**src/rtl/rr_arbiter_4_inputs_pkg.sv**
```systemverilog
// ---------------------------------------------------------------------------
// rr_arbiter_4_inputs_pkg
// Shared definitions for the 4-input round-robin arbiter:
//   - arb_state_e     : FSM state encoding (IDLE=0, GRANTED=1)
//   - DEFAULT_TIMEOUT : default grant cycle budget
//   - idx_to_onehot() : 2-bit index -> 4-bit one-hot grant vector
// ---------------------------------------------------------------------------
package rr_arbiter_4_inputs_pkg;

    typedef enum logic {
        ST_IDLE    = 1'b0,
        ST_GRANTED = 1'b1
    } arb_state_e;

    localparam int DEFAULT_TIMEOUT = 15;

    function automatic logic [3:0] idx_to_onehot(input logic [1:0] idx);
        logic [3:0] oh;
        oh = 4'b0000;
        oh[idx] = 1'b1;
        return oh;
    endfunction

endpackage

```
**src/rtl/rr_arbiter_4_inputs_priority_select.sv**
```systemverilog
// ---------------------------------------------------------------------------
// rr_priority_select_4
// Combinational rotating priority encoder. Searches REQ starting at index
// PTR, then PTR+1, PTR+2, PTR+3 (mod 4) and reports the first set bit.
// Ports:
//   REQ   [3:0] in  : request vector
//   PTR   [1:0] in  : index with highest priority this round
//   VALID       out : at least one request is set
//   SEL   [1:0] out : winning requester index (0 when VALID=0)
// ---------------------------------------------------------------------------
module rr_priority_select_4 (
    input  logic [3:0] REQ,
    input  logic [1:0] PTR,
    output logic       VALID,
    output logic [1:0] SEL
);

    // rot[k] is the request that sits k positions after PTR, so a fixed
    // priority search over rot gives the rotating search over REQ.
    logic [3:0] rot;

    genvar gi;
    generate
        for (gi = 0; gi < 4; gi++) begin : g_rot
            logic [1:0] src_idx;
            assign src_idx = PTR + 2'(gi);
            assign rot[gi] = REQ[src_idx];
        end
    endgenerate

    logic [1:0] offset;

    always_comb begin
        offset = 2'd0;
        if (rot[0])      offset = 2'd0;
        else if (rot[1]) offset = 2'd1;
        else if (rot[2]) offset = 2'd2;
        else if (rot[3]) offset = 2'd3;
    end

    assign VALID = |REQ;
    assign SEL   = VALID ? (PTR + offset) : 2'd0;

endmodule

```
**src/rtl/rr_arbiter_4_inputs.sv**
```systemverilog
// ---------------------------------------------------------------------------
// rr_arbiter_4_inputs
// Round-robin arbiter sharing one downstream resource among 4 requesters.
// A grant is held until DONE, the owner drops its request, or the grant has
// lasted TIMEOUT cycles. At least one idle cycle separates grants.
// Ports:
//   CLK               in  : clock, rising edge
//   RST               in  : synchronous active-high reset
//   REQ   [3:0]       in  : request vector
//   DONE              in  : owner finished (only looked at while GRANTED)
//   GNT   [3:0]       out : registered one-hot grant (zero when idle)
//   GNT_ID[1:0]       out : registered index of current / last grantee
//   BUSY              out : 1 while GRANTED
//   TIMEOUT_FLAG      out : one-cycle pulse when a grant is revoked by timeout
// ---------------------------------------------------------------------------
module rr_arbiter_4_inputs
    import rr_arbiter_4_inputs_pkg::*;
#(
    parameter int N_REQ   = 4,
    parameter int TIMEOUT = DEFAULT_TIMEOUT,
    parameter int CW      = 4
) (
    input  logic             CLK,
    input  logic             RST,
    input  logic [N_REQ-1:0] REQ,
    input  logic             DONE,
    output logic [N_REQ-1:0] GNT,
    output logic [1:0]       GNT_ID,
    output logic             BUSY,
    output logic             TIMEOUT_FLAG
);

    arb_state_e  state_q;
    logic [1:0]  ptr_q;
    logic [CW-1:0] cnt_q;
    logic [3:0]  gnt_q;
    logic [1:0]  gnt_id_q;
    logic        busy_q;
    logic        tflag_q;

    // Rotating search for the next winner
    logic       sel_valid;
    logic [1:0] sel_idx;

    rr_priority_select_4 u_sel (
        .REQ   (REQ),
        .PTR   (ptr_q),
        .VALID (sel_valid),
        .SEL   (sel_idx)
    );

    // Release conditions while GRANTED. DONE dominates, so a timeout that
    // coincides with DONE or a request drop never raises the flag.
    logic owner_req;
    logic budget_spent;
    logic release_d;
    logic timeout_d;

    assign owner_req    = REQ[gnt_id_q];
    assign budget_spent = (cnt_q == CW'(TIMEOUT - 1));
    assign release_d    = DONE || !owner_req || budget_spent;
    assign timeout_d    = !DONE && owner_req && budget_spent;

    always_ff @(posedge CLK) begin
        if (RST) begin
            state_q  <= ST_IDLE;
            ptr_q    <= 2'd0;
            cnt_q    <= '0;
            gnt_q    <= 4'b0000;
            gnt_id_q <= 2'd0;
            busy_q   <= 1'b0;
            tflag_q  <= 1'b0;
        end else begin
            case (state_q)
                ST_IDLE: begin
                    tflag_q <= 1'b0;
                    if (sel_valid) begin
                        state_q  <= ST_GRANTED;
                        gnt_q    <= idx_to_onehot(sel_idx);
                        gnt_id_q <= sel_idx;
                        busy_q   <= 1'b1;
                        cnt_q    <= '0;
                    end
                end
                ST_GRANTED: begin
                    if (release_d) begin
                        state_q <= ST_IDLE;
                        gnt_q   <= 4'b0000;
                        busy_q  <= 1'b0;
                        tflag_q <= timeout_d;
                        // 2-bit add wraps 3 -> 0
                        ptr_q   <= gnt_id_q + 2'd1;
                    end else begin
                        cnt_q   <= cnt_q + 1'b1;
                        tflag_q <= 1'b0;
                    end
                end
                default: begin
                    state_q <= ST_IDLE;
                    gnt_q   <= 4'b0000;
                    busy_q  <= 1'b0;
                    tflag_q <= 1'b0;
                end
            endcase
        end
    end

    assign GNT          = gnt_q;
    assign GNT_ID       = gnt_id_q;
    assign BUSY         = busy_q;
    assign TIMEOUT_FLAG = tflag_q;

    a_gnt_onehot0 : assert property (@(posedge CLK) $onehot0(GNT));
    a_busy_match  : assert property (@(posedge CLK) BUSY == (|GNT));

endmodule

```
**config.mk**
```make
export PLATFORM = sky130hd
export DESIGN_NAME = rr_arbiter_4_inputs
export DESIGN_NICKNAME = d
export VERILOG_FILES = /design/src/rtl/rr_arbiter_4_inputs_pkg.sv /design/src/rtl/rr_arbiter_4_inputs_priority_select.sv /design/src/rtl/rr_arbiter_4_inputs.sv
export SDC_FILE = /design/constraint.sdc
export NUM_CORES = 1
export LEC_CHECK = 0
export ABC_CLOCK_PERIOD_IN_PS = 2300
export BUFFER_PORTS_ARGS = -buffer_cell sky130_fd_sc_hd__buf_2
export CAP_MARGIN = 20
export CORE_MARGIN = 4
export CORE_UTILIZATION = 53
export DETAILED_ROUTE_END_ITERATION = 6
export PLACE_DENSITY = 0.74
export SLEW_MARGIN = 10
export SYNTH_ARGS = -nofsm -noshare
export SYNTH_HDL_FRONTEND = slang
export SYNTH_SLANG_ARGS = --single-unit
```
**constraint.sdc**
```tcl
create_clock -name CLK -period 2.3 [get_ports CLK]
set_input_delay 0 -clock CLK [delete_from_list [all_inputs] [get_ports CLK]]
set_output_delay 0 -clock CLK [all_outputs]
set_load 0.02 [all_outputs]
```
==> results.json <==
{
  "yosysSeqAreaShare": 0.3424,
  "cp_cell_sequence": "nor2_1, a211oi_1, a21oi_1, a211o_1, ha_1, xnor2_1, xnor2_2, a2bb2o_4",
  "wirelength_mm": 1.609,
  "synthCells": 97,
  "worst-r2r-setup-slack_ps": 190,
  "p_leak_nw": 0.3871,
  "fmax_mhz": 474.2,
  "path_clk_slew_ps": 90,
  "min_period_ps": 2109,
  "cts_resized": 0,
  "fin_tns_setup_ps": 0,
  "slowest_stage": "dfxtp_1",
  "yosysWarnings": 0,
  "hp-start": "RST",
  "hold_viol_final": 0,
  "track_usage": 0.1479,
  "antenna_found_initial": 0,
  "synth_xor_area_frac": 0.04850,
  "area.sequential_sq_um": 300.3,
  "cts_tree": "built",
  "post_cts_buffers": 0,
  "ys_async_sr_fraction": 0,
  "finClkSkew_ps": 5.303,
  "grt_pass1_wl_mm": 2.877,
  "worstSetupStartpointType": "flop",
  "syn_avg_cell_area_sq_um": 9.042,
  "synth-adder-area-share": 0.04280,
  "dpl.hpwl_mm": 1.190,
  "area_growth_pct": 7.561,
  "reg2reg_depth": 8,
  "grt_max_degree": 16,
  "ys.flop_type": "dfxtp_1",
  "clock-sinks": 15,
  "critical_path.endpoint_type": "flop",
  "crit_type": "reg -> reg",
  "drc_errors": 0,
  "ant_nets": 0,
  "cts_max_path_buffers": 2,
  "r2r_end": "GNT[3]",
  "arrival_ps": 2310,
  "synth_compound_area_frac": 0.2382,
  "die-area_sq_um": 2370,
  "syn_nets": 107,
  "ios": 15,
  "n_fill_cell": 148,
  "viasPerCell": 5.888,
  "multiInputGateArea_sq_um": 514.2,
  "synth_simple_gate_area_share": 0.2268,
  "total_power_w": 0.0006845,
  "yosys_register_bits": 15,
  "whs_ps": 63.39,
  "status": "finished, final reports clean",
  "rsz0062_at_grt": "false",
  "finalCritPeriodShare": 0.9169,
  "port_buffers": 14,
  "fp-row-count": 14,
  "drt-pass1-iter-count": 4,
  "setup_viol": 0,
  "synth_area_sq_um": 877.1,
  "drt_iter0_drc": 9,
  "reg2reg_from": "ptr_q[0]",
  "vias": 736,
  "place.gp.congestion": 0.7910,
  "holdBufCountCts": 0,
  "ir_worst_vdd_uv": 453.2,
  "drv_slew": 0,
  "final_cell_area_sq_um": 943.4,
  "synthMuxAreaShare": 0.02996,
  "cts_made_buffers": 3,
  "slew-limit-headroom": 0.6792,
  "cts_htree_levels": 1,
  "grt_pass1_vias": 712,
  "die_width_um": 48.68,
  "cpPeakStageDelay_ps": 540,
  "cts_root_buffer": "clkbuf_4",
  "path_max_fanout": 12,
  "tightest_slew_ps": 481.2,
  "whs_endpoint": "cnt_q[3]",
  "nets": 120,
  "layout_common_cells": "15 x dfxtp_1, 15 x nor2_1, 14 x buf_2",
  "routedWlPerCell_um": 12.87,
  "hold_class": "in -> reg",
  "ys_types": 40,
  "insertion_delay_ps": 290,
  "initial_utilization": 0.5690,
  "layout-drive-gt1-share": 0.2385,
  "synth_top_family_by_area": "compound AO/OA/AOI/OAI gates",
  "critPathRequiredTime_ps": 2500,
  "maxCapViolCount": 0,
  "core_sq_um": 1541,
  "die_y_um": 48.68,
  "min_path_cells": 2,
  "overflow": 0,
  "synth-edff-count": 0,
  "power_density_nw_per_um2": 725.6,
  "antenna_cells": 0,
  "placedInstanceArea_sq_um": 915.9
}
[worst max-delay path: cells and delay by family, from the launching register on]
kind                     cells  cell delay (ps)
XOR/XNOR                     2              420
flip-flops                   1              540
adder cells (fa/ha/maj)      1              190
AND/OR/NAND/NOR              1              100
AO/OA/AOI/OAI                4              770
[flip-flops by register name, indices dropped and copies added (netlist names)]
name / cells
BUSY: 1
GNT: 4
GNT_ID: 2
TIMEOUT_FLAG: 1
cnt_q: 4
ptr_q: 2
state_q: 1
[kinds of logic (layout without fill, tap and decap cells)]
family | count (synthesis) | in the layout
simple gates | 40 | 40
compound gates | 24 | 24
flops | 15 | 15
buf+inv | 9 | 21
xor+xnor | 4 | 4
fa+ha+maj | 3 | 3
mux | 2 | 2
[where the power goes]
group	switching [W]	internal, W
Combinational	0.000117	0.0000957
Clock	0.0000894	0.0000647
Sequential	0.0000310	0.000287
[metal layers]
metal / part of all wire / track usage
met1: 0.44 / 0.1563
met2: 0.52 / 0.2696
met3: 0.022 / 0.03681
met4: 0.019 / 0.06726
met5: 0 / 0
[worst max-delay path by stage]
stage,startpoint,end,cells after the start
4_1_cts,ptr_q[0],GNT[3],8
3_5_place_dp,ptr_q[0],GNT[3],8
3_3_place_gp,ptr_q[0],GNT[3],8
2_1_floorplan,ptr_q[0],GNT[3],9
6_report,ptr_q[0],GNT[3],8
5_1_grt,ptr_q[0],GNT_ID[1],8
[layout make-up]
| class | instances | area share |
|---|---|---|
| clock buffer | 3 | 0.02387 |
| clock inverter | 1 | 0.005305 |
| inverter | 3 | 0.01194 |
| multi-input combinational | 73 | 0.5451 |
| sequential | 15 | 0.3183 |
| tap | 16 | 0.02122 |
| timing repair buffer | 14 | 0.07427 |
[cells in the mapped netlist (all sizes together), types with 3 or more instances]
master,instances,share of area
ha,3,0.043
a211oi,3,0.026
nand3,5,0.034
inv,3,0.013
dfxtp,15,0.34
a21oi,6,0.034
buf,4,0.043
xnor2,3,0.039
nor3,7,0.046
nand2,5,0.021
nor2,15,0.064
[through the flow]
step,util,cells,worst slack [ps]
2_1_floorplan,-,97,367.3
4_1_cts,0.6120,125,168.0
6_report,0.6120,125,191.1
3_5_place_dp,0.5942,121,164.5
3_3_place_gp,0.5942,121,243.6
5_1_grt,0.6120,125,9.562
Power figures use the tool's default switching activity.
